==> src/rtl/instr_field_encoder.sv <==
// Field-bundle to IR-word encoder with handshaked, auto-addressed instruction-memory writes.
// Optional immediate range checking for I/B formats is enabled by defining IMM_RANGE_CHECK_EN.
module instr_field_encoder #(
    parameter int ADDR_W = 9,
    parameter int CNT_W  = 16
) (
    input  logic                clock,
    input  logic                clear,
    input  logic                base_load,
    input  logic [ADDR_W-1:0]   base_addr,
    input  logic                in_valid,
    output logic                in_ready,
    input  logic [4:0]          opcode,
    input  logic [1:0]          fmt,
    input  logic [15:0]         ra_sel,
    input  logic [15:0]         rb_sel,
    input  logic [15:0]         rc_sel,
    input  logic signed [31:0]  imm,
    input  logic [3:0]          cond,
    output logic [ADDR_W-1:0]   mem_addr,
    output logic [31:0]         mem_data,
    output logic                mem_we,
    input  logic                mem_ack,
    output logic [31:0]         ir_out,
    output logic [CNT_W-1:0]    words_written,
    output logic                err_onehot,
    output logic                err_range,
    output logic                busy
);

    typedef enum logic [1:0] {
        S_IDLE   = 2'd0,
        S_ENCODE = 2'd1,
        S_WRITE  = 2'd2
    } state_t;

    localparam logic [1:0] FMT_R = 2'd0;
    localparam logic [1:0] FMT_I = 2'd1;
    localparam logic [1:0] FMT_B = 2'd2;

    // Returns {error, index}; error when zero or several bits are set.
    function automatic logic [4:0] onehot_enc(input logic [15:0] sel);
        logic [3:0] idx;
        logic [4:0] ones;
        idx  = 4'd0;
        ones = 5'd0;
        for (int i = 0; i < 16; i++) begin
            if (sel[i]) begin
                idx  = i[3:0];
                ones = ones + 5'd1;
            end
        end
        if (ones != 5'd1)
            return 5'b1_0000;
        return {1'b0, idx};
    endfunction

    function automatic logic [CNT_W-1:0] sat_inc(input logic [CNT_W-1:0] v);
        if (&v)
            return v;
        return v + CNT_W'(1);
    endfunction

    function automatic logic [31:0] pack_word(
        input logic [4:0]  op,
        input logic [1:0]  f,
        input logic [3:0]  a,
        input logic [3:0]  b,
        input logic [3:0]  c,
        input logic [18:0] im,
        input logic [3:0]  cc
    );
        case (f)
            2'd0:    return {op, a, b, c, 15'd0};
            2'd1:    return {op, a, b, im};
            2'd2:    return {op, a, cc, im};
            default: return {op, a, 23'd0};
        endcase
    endfunction

`ifdef IMM_RANGE_CHECK_EN
    function automatic logic imm_in_range(input logic signed [31:0] v);
        return (v >= -32'sd262144) && (v <= 32'sd262143);
    endfunction
`endif

    state_t             state, state_nxt;
    logic               rdy;
    logic [ADDR_W-1:0]  addr;
    logic [CNT_W-1:0]   count;
    logic               accept;
    logic               write_done;

    logic [4:0]         opcode_p0;
    logic [1:0]         fmt_p0;
    logic [15:0]        ra_p0, rb_p0, rc_p0;
    logic [18:0]        imm_p0;
    logic [3:0]         cond_p0;

    logic [4:0]         enc_a, enc_b, enc_c;
    logic               uses_rb, uses_rc;
    logic               onehot_bad;
    logic [31:0]        word;

    assign accept     = (state == S_IDLE) && rdy && in_valid;
    assign write_done = (state == S_WRITE) && mem_ack;

    always_comb begin
        state_nxt = state;
        case (state)
            S_IDLE:   if (accept) state_nxt = S_ENCODE;
            S_ENCODE: state_nxt = S_WRITE;
            S_WRITE:  if (mem_ack) state_nxt = S_IDLE;
            default:  state_nxt = S_IDLE;
        endcase
    end

    always_ff @(posedge clock) begin
        if (!clear) begin
            state <= S_IDLE;
            rdy   <= 1'b0;
        end else begin
            state <= state_nxt;
            rdy   <= (state_nxt == S_IDLE);
        end
    end

    // Base load wins in IDLE so a simultaneous acceptance writes at the new base.
    always_ff @(posedge clock) begin
        if (!clear) begin
            addr  <= '0;
            count <= '0;
        end else if ((state == S_IDLE) && base_load) begin
            addr <= base_addr;
        end else if (write_done) begin
            addr  <= addr + ADDR_W'(1);
            count <= sat_inc(count);
        end
    end

    // Stage p0: field capture on acceptance (data only, no reset)
    always_ff @(posedge clock) begin
        if (accept) begin
            opcode_p0 <= opcode;
            fmt_p0    <= fmt;
            ra_p0     <= ra_sel;
            rb_p0     <= rb_sel;
            rc_p0     <= rc_sel;
            imm_p0    <= imm[18:0];
            cond_p0   <= cond;
        end
    end

    always_comb begin
        enc_a      = onehot_enc(ra_p0);
        enc_b      = onehot_enc(rb_p0);
        enc_c      = onehot_enc(rc_p0);
        uses_rb    = (fmt_p0 == FMT_R) || (fmt_p0 == FMT_I);
        uses_rc    = (fmt_p0 == FMT_R);
        onehot_bad = enc_a[4] | (uses_rb & enc_b[4]) | (uses_rc & enc_c[4]);
        word       = pack_word(opcode_p0, fmt_p0, enc_a[3:0], enc_b[3:0],
                               enc_c[3:0], imm_p0, cond_p0);
    end

    // Stage p1: packed word registered at the end of ENCODE, held through WRITE
    always_ff @(posedge clock) begin
        if (!clear) begin
            mem_data   <= '0;
            ir_out     <= '0;
            err_onehot <= 1'b0;
        end else if (state == S_ENCODE) begin
            mem_data   <= word;
            ir_out     <= word;
            err_onehot <= err_onehot | onehot_bad;
        end
    end

`ifdef IMM_RANGE_CHECK_EN
    logic imm_oor_p0;
    logic err_range_q;

    always_ff @(posedge clock) begin
        if (accept)
            imm_oor_p0 <= !imm_in_range(imm);
    end

    always_ff @(posedge clock) begin
        if (!clear)
            err_range_q <= 1'b0;
        else if ((state == S_ENCODE) && ((fmt_p0 == FMT_I) || (fmt_p0 == FMT_B)) && imm_oor_p0)
            err_range_q <= 1'b1;
    end

    assign err_range = err_range_q;
`else
    // Upper immediate bits are simply truncated in this build.
    logic unused_imm_hi;
    assign unused_imm_hi = ^imm[31:19];
    assign err_range     = 1'b0;
`endif

    assign in_ready      = rdy;
    assign mem_we        = (state == S_WRITE);
    assign busy          = (state != S_IDLE);
    assign mem_addr      = addr;
    assign words_written = count;

endmodule

==> config.mk <==
export PLATFORM = sky130hd
export DESIGN_NAME = instr_field_encoder
export DESIGN_NICKNAME = d
export VERILOG_FILES = /design/src/rtl/instr_field_encoder.sv
export SDC_FILE = /design/constraint.sdc
export NUM_CORES = 1
export LEC_CHECK = 0
export ABC_AREA = 1
export BUFFER_PORTS_ARGS = -buffer_cell sky130_fd_sc_hd__buf_2
export CORE_MARGIN = 5
export CORE_UTILIZATION = 57
export CTS_CLUSTER_DIAMETER = 80
export DETAILED_ROUTE_END_ITERATION = 10
export HOLD_SLACK_MARGIN = 0.1
export PLACE_DENSITY = 0.82
export SYNTH_ARGS = -nofsm -noshare
export SYNTH_HDL_FRONTEND = slang
export SYNTH_SLANG_ARGS = --single-unit
export TNS_END_PERCENT = 10
==> constraint.sdc <==
create_clock -name clock -period 9.85 [get_ports clock]
set_input_delay 0.985 -clock clock [delete_from_list [all_inputs] [get_ports clock]]
set_output_delay 0.985 -clock clock [all_outputs]
set_load 0.01 [all_outputs]
; ---- Word level (Yosys, flattened, before mapping)
; Index checks and enable logic that the tools add are counted.
[totals]
mem_bits_ro = 0
mem_bits_rw = 0
inputBits = 105
out_inout_bits = 94
memories = 0
reg_bits = 139
wordCells = 199
latchBits = 0
[op_classes]
n_reduce_logical = 12
n_mul = 0
n_eq_ne = 8
add_sub_neg = 47
shift = 0
magnitude_cmp = 0
bitwise_logic = 6
n_mux = 113
div = 0
[ops]
columns = cell, n
row1 = 5-bit 2-to-1 mux, 51
row2 = "5-bit by 1-bit adder with 5-bit output, second input constant", 45
row3 = 4-bit 2-to-1 mux, 42
row4 = 23-bit one-hot mux with 3 select lines, 1
row5 = 9-bit 2-to-1 mux, 2
row6 = "16-bit by 1-bit adder with 16-bit output, second input constant", 1
row7 = 16-bit 2-to-1 mux, 1
row8 = 16-bit AND reduction, 1
row9 = "5-bit by 1-bit != test with 1-bit output, second input constant", 3
row10 = 1-bit 2-to-1 mux, 13
row11 = "9-bit by 1-bit adder with 9-bit output, second input constant", 1
row12 = 2-bit logical NOT, 3
row13 = 2-bit one-hot mux with 3 select lines, 1
row14 = "2-bit by 1-bit equality test with 1-bit output, second input constant", 2
row15 = "2-bit equality test, second input constant", 2
row16 = 1-bit logical AND, 4
row17 = 2-bit 2-to-1 mux, 2
row18 = 2-bit nonzero test, 2
row19 = 1-bit OR, 3
row20 = 3-bit AND reduction, 1
row21 = 1-bit bitwise AND, 2
row22 = "2-bit != test, second input constant", 1
row23 = 1-bit logical OR, 1
row24 = 1-bit NOT, 1

; ---- Longest topological paths before layout
[logic_depth]
depth_word = 38
mapped_depth = 58

; ---- Worst setup path before layout
; Ideal clock, no wire load.
[synth_timing]
path_kind = register to register
start = reg rb_p0[1]
end = reg ir_out[19]
arrival_ps = 8731
slack_ps = 1049
setup_ps = 70
stages_incl_launch_ff = 57
t_required_ps = 9780
path_cell_list = edfxtp_1 > inv_1 > ha_1 > inv_1 > nand2_1 > nand2_2 > ha_1 > nand2_1 > nand2_1 > ha_1 > or2_1 > nand2_1 > inv_1 > ha_1 > nand2_1 > nand2_2 > ha_1 > nand2_1 > [21 not listed] > ha_1 > o21ai_1 > inv_1 > ha_1 > or2_2 > nand2_1 > inv_1 > ha_1 > nand2_1 > nand2_1 > ha_1 > or2_2 > a21oi_1 > a21oi_1 > nor2_2 > nand3_2 > nand3b_1 > a21oi_1
[synth_between]
elab_chain_cells = 33
elab_cells_between_ends = 48
[synth_lines]
columns = element, line_no
row1 = from (decl), 96  ; logic [15:0] ra_p0, rb_p0, rc_p0;
row2 = from (signal assigned), 147  ; rb_p0 <= rb_sel;
row3 = 5-bit 2-to-1 mux, 48  ; if (sel[i]) begin
row4 = 5-bit by 1-bit adder with 5-bit output, 50  ; ones = ones + 5'd1;
row5 = 5-bit 2-to-1 mux, 48
row6 = 5-bit by 1-bit adder with 5-bit output, 50
row7 = 5-bit 2-to-1 mux, 48
row8 = 5-bit by 1-bit adder with 5-bit output, 50
row9 = 5-bit 2-to-1 mux, 48
row10 = 5-bit by 1-bit adder with 5-bit output, 50
row11 = [17 not listed], n/a
row12 = 5-bit by 1-bit adder with 5-bit output, 50
row13 = 5-bit 2-to-1 mux, 48
row14 = 5-bit by 1-bit adder with 5-bit output, 50
row15 = 5-bit 2-to-1 mux, 48
row16 = 5-bit by 1-bit != test with 1-bit output, 53  ; if (ones != 5'd1)
row17 = 1-bit 2-to-1 mux, 53
row18 = 5-bit 2-to-1 mux *, 55  ; return {1'b0, idx};
row19 = 23-bit one-hot mux with 3 select lines *, 73  ; case (f)
row20 = to (signal assigned), 173  ; ir_out <= word;
row21 = to (decl), 24  ; output logic [31:0] ir_out,
; Every way passes the cells marked *; elsewhere a longest branch is shown, timed or not.
; A chain may end at the register's enable or synchronous reset.

; ---- Final worst setup path
[layout_timing]
start = reg rb_p0[0]
end = reg err_onehot
[layout_between]
elab_chain_cells = 38
[layout_lines]
columns = element, line_no
row1 = 1-bit 2-to-1 mux *, 48
row2 = 5-bit by 1-bit adder with 5-bit output, 50
row3 = 5-bit 2-to-1 mux *, 48
row4 = 5-bit by 1-bit adder with 5-bit output, 50
row5 = 5-bit 2-to-1 mux *, 48
row6 = 5-bit by 1-bit adder with 5-bit output, 50
row7 = 5-bit 2-to-1 mux *, 48
row8 = 5-bit by 1-bit adder with 5-bit output, 50
row9 = [21 not listed], n/a
row10 = 5-bit by 1-bit adder with 5-bit output, 50
row11 = 5-bit 2-to-1 mux *, 48
row12 = 5-bit by 1-bit != test with 1-bit output *, 53
row13 = 1-bit 2-to-1 mux *, 53
row14 = 5-bit 2-to-1 mux *, 55
row15 = 1-bit bitwise AND *, 160  ; onehot_bad = enc_a[4] | (uses_rb & enc_b[4]) | (uses_rc & enc_c[4]);
row16 = 1-bit OR * (2 in a row), 160
row17 = 1-bit OR *, 174  ; err_onehot <= err_onehot | onehot_bad;
row18 = to (signal assigned), 174
row19 = to (decl), 26  ; output logic err_onehot,
; Marks and branches as above.

==> out/metrics.cfg <==
[finish]
synthToLayoutAreaGrowth_pct = 14.9
final_layout_size_suffix_gt1_share_pct = 23.8
fill_cells = 1530
fin_cells = 1908
final_common_cell = nand2_1
layout_common_cells = nand2_1, inv_1, buf_2
final_nets = 1817

[sta]
period_needed_ns = 9.24
fin_ws_ns = 0.610
max_slew.worst_pin.slew_ns = 0.790
max_clock_freq_mhz = 108
finalSetupViolCount = 0
slew_headroom_pct = 47.3
hold_viol = 0
finClkSkew_ns = 0.0175
fin_crit_sh_pct = 93.8
drv_slew = 0

[worst_setup_path]
cp_max_fo = 4
worstRegToRegCells = 57
crit_path_end_kind = register
cp-start-kind = register
arrival_ns = 9.54
slowest_delay_ns = 0.42
reg2reg_from = rb_p0[0]
cp_data_required_time_ns = 10.15
cp_slowest_cell = edfxtp_1
r2r_end = err_onehot
rrSetupSlack_ns = 0.61
path_class = register to register

[logic_synthesis]
ys_seq_area_share_pct = 34.4
synth_top_flop_cell = edfxtp_1
synth_cell_type_count = 42
ys_seq_elements = 139
async_reset_ff_share_pct = 0
syn_inst = 1506
syn-num-nets = 1658
synth_warnings = 0
netlist_top_cells_area = edfxtp_1, nand2_1, dfxtp_1, inv_1, nand3_1
synth_top_area_share_pct = 22.6
avgSynthCellArea_um2 = 6.89
synth_top_area_cell = edfxtp_1
synth_edf_count = 78
syn_area_um2 = 10400

[die]
die_h_um = 145
num_rows = 49
io_pins = 199
core-area_um2 = 18000
initial_core_util_pct = 57.7
die_area_um2 = 21000
die_w_um = 145

[clock_network]
clock_latency_ns = 0.43
clkTransAtPathRegs_ns = 0.07
cts_tree = yes
hold_buffers = 0
numCtsBuffers = 17
cts-root-buf = clkbuf_16
htreeDepth = 4
cts_buffer_depth = 2
clock_sinks = 139

[worst_hold_path]
min-delay-start = err_onehot
min_path_cells = 2
min_path_type = register to register
hold_end = err_onehot

[flow_run]
max_cap_viol_count = 0

[drt]
wl_per_cell_um = 12.7
drtIter0Drc = 495
drcViolationCount = 0
ant_nets = 0
first_pass_iters = 5
drt_wl_total_mm = 24.2
num_vias = 9875
viasPerCell = 5.18

[pwr]
p_int_mw = 1.23
irDropWorstVdd_mv = 0.135
switching_share_pct = 37.8
seq_power_share_pct = 34.2
clockPowerShare_pct = 32.1
combPwrFrac_pct = 33.7
power_leakage_nw = 6.61
power_density_nw_per_um2 = 166
p_sw_uw = 745

[outcome]
status = completed

[place]
dpl.hpwl_mm = 18.6
placedCellCount = 1874
gp_routability_congestion = 0.917
pre_cts_ws_ns = 0.444
io_buffers = 184

[global_route]
antenna_found_initial = 1
first_global_vias = 9340
grt_first_pass_wirelength_mm = 39.8
grtUsageTotal_pct = 23.2
grt.overflow.total = 0
grt_max_degree = 61

==> stage by stage <==
stage          power (mW)  hold WS, ns  util, %  setup TNS [ns]  instance area [um2]
2_1_floorplan        1.21        0.447        -               0                10400
3_3_place_gp         1.31        0.452     62.8               0                11300
3_5_place_dp         1.34        0.450     62.8               0                11300
4_1_cts              1.98        0.462     66.1               0                11900
5_1_grt              2.12        0.491     66.3         -0.0446                11900
6_report             1.97        0.462     66.3               0                11900
==> routing by layer <==
metal  wire length (um)  vias to the layer above  GRT usage [%]
met5                  7                        -              0
met4                616                        2           8.44
met3               1180                       55           4.60
met2              12400                      239           42.0
met1              10000                     4459           27.0
li1                   -                     5120              -
==> sequential cells by signal, indices dropped and copies added, names as in the netlist <==
signal / count
cond_p0: 4
opcode_p0: 5
err_onehot: 1
words_written: 16
imm_p0: 19
mem_addr: 9
state: 2
fmt_p0: 2
ir_out: 32
rb_p0: 16
in_ready: 1
ra_p0: 16
rc_p0: 16
==> cells by family after synthesis <==
kind of cell,count (synthesis),share of synthesized area (%)
XOR/XNOR,7,0.591
other,1,0.0362
buffers and inverters,333,13.4
flip-flops,139,34.4
AO/OA/AOI/OAI,159,8.52
adder cells (fa/ha/maj),47,5.67
AND/OR/NAND/NOR,820,37.4
==> worst max-delay path: cells and delay by family, from the launching register on <==
| kind | cells | cell delay, ns |
|---|---|---|
| flops | 1 | 0.42 |
| simple gates | 29 | 4.07 |
| fa+ha+maj | 14 | 3.66 |
| compound gates | 5 | 0.48 |
| buf+inv | 9 | 0.49 |
==> layout make-up <==
cell class	instances	area, um2	share of cell area (%)
multi-input combinational	1034	5450	45.7
sequential	139	3560	29.9
inverter	286	1070	9.02
timing repair buffer	187	943	7.92
clock buffer	17	425	3.57
tap	229	287	2.40
clock inverter	15	173	1.45
antenna	1	2.50	0.0210
==> what timing repair did <==
| action | CTS | global route |
|---|---|---|
| setup endpoints to repair | 0 | 5 |
| buffers inserted | 0 | 1 |
| hold endpoints to repair | 0 | 0 |
| gates resized for setup | 0 | 9 |
==> synth_stat cells (4+ instances only) <==
library cell / instances
nand2_1: 416
inv_1: 255
nand3_1: 137
nor2_1: 88
nand2_2: 80
edfxtp_1: 78
o21ai_0: 63
dfxtp_1: 61
a21oi_1: 55
ha_1: 47
buf_4: 34
inv_2: 30
nand3_2: 28
o211ai_1: 16
nand3b_1: 15
clkbuf_1: 10
nor3_1: 10
or2_2: 10
nand4_1: 9
nand3b_2: 7
nor2_2: 7
nor4_1: 7
xor2_1: 6
a31oi_1: 5
o21ai_1: 5
a211oi_1: 4
==> worst max path at each step <==
stage / from / endpoint / slack (ns) / depth (start not counted)
2_1_floorplan: rb_p0[1] / ir_out[19] / 1.05 / 56
3_3_place_gp: rb_p0[1] / err_onehot / 0.74 / 58
3_5_place_dp: rb_p0[0] / err_onehot / 0.44 / 58
4_1_cts: rb_p0[0] / err_onehot / 0.41 / 58
5_1_grt: rb_p0[0] / err_onehot / -0.04 / 58
6_report: rb_p0[0] / err_onehot / 0.61 / 57
==> power groups by stage <==
stage / registers, mW / clock network (mW) / logic, mW
finish: 0.675 / 0.634 / 0.665
global route: 0.679 / 0.673 / 0.769
global placement: 0.686 / 0 / 0.623
detailed placement: 0.687 / 0 / 0.654
CTS: 0.675 / 0.647 / 0.661
floorplan: 0.687 / 0 / 0.522
Note: power is estimated with default switching activity, not from simulation.
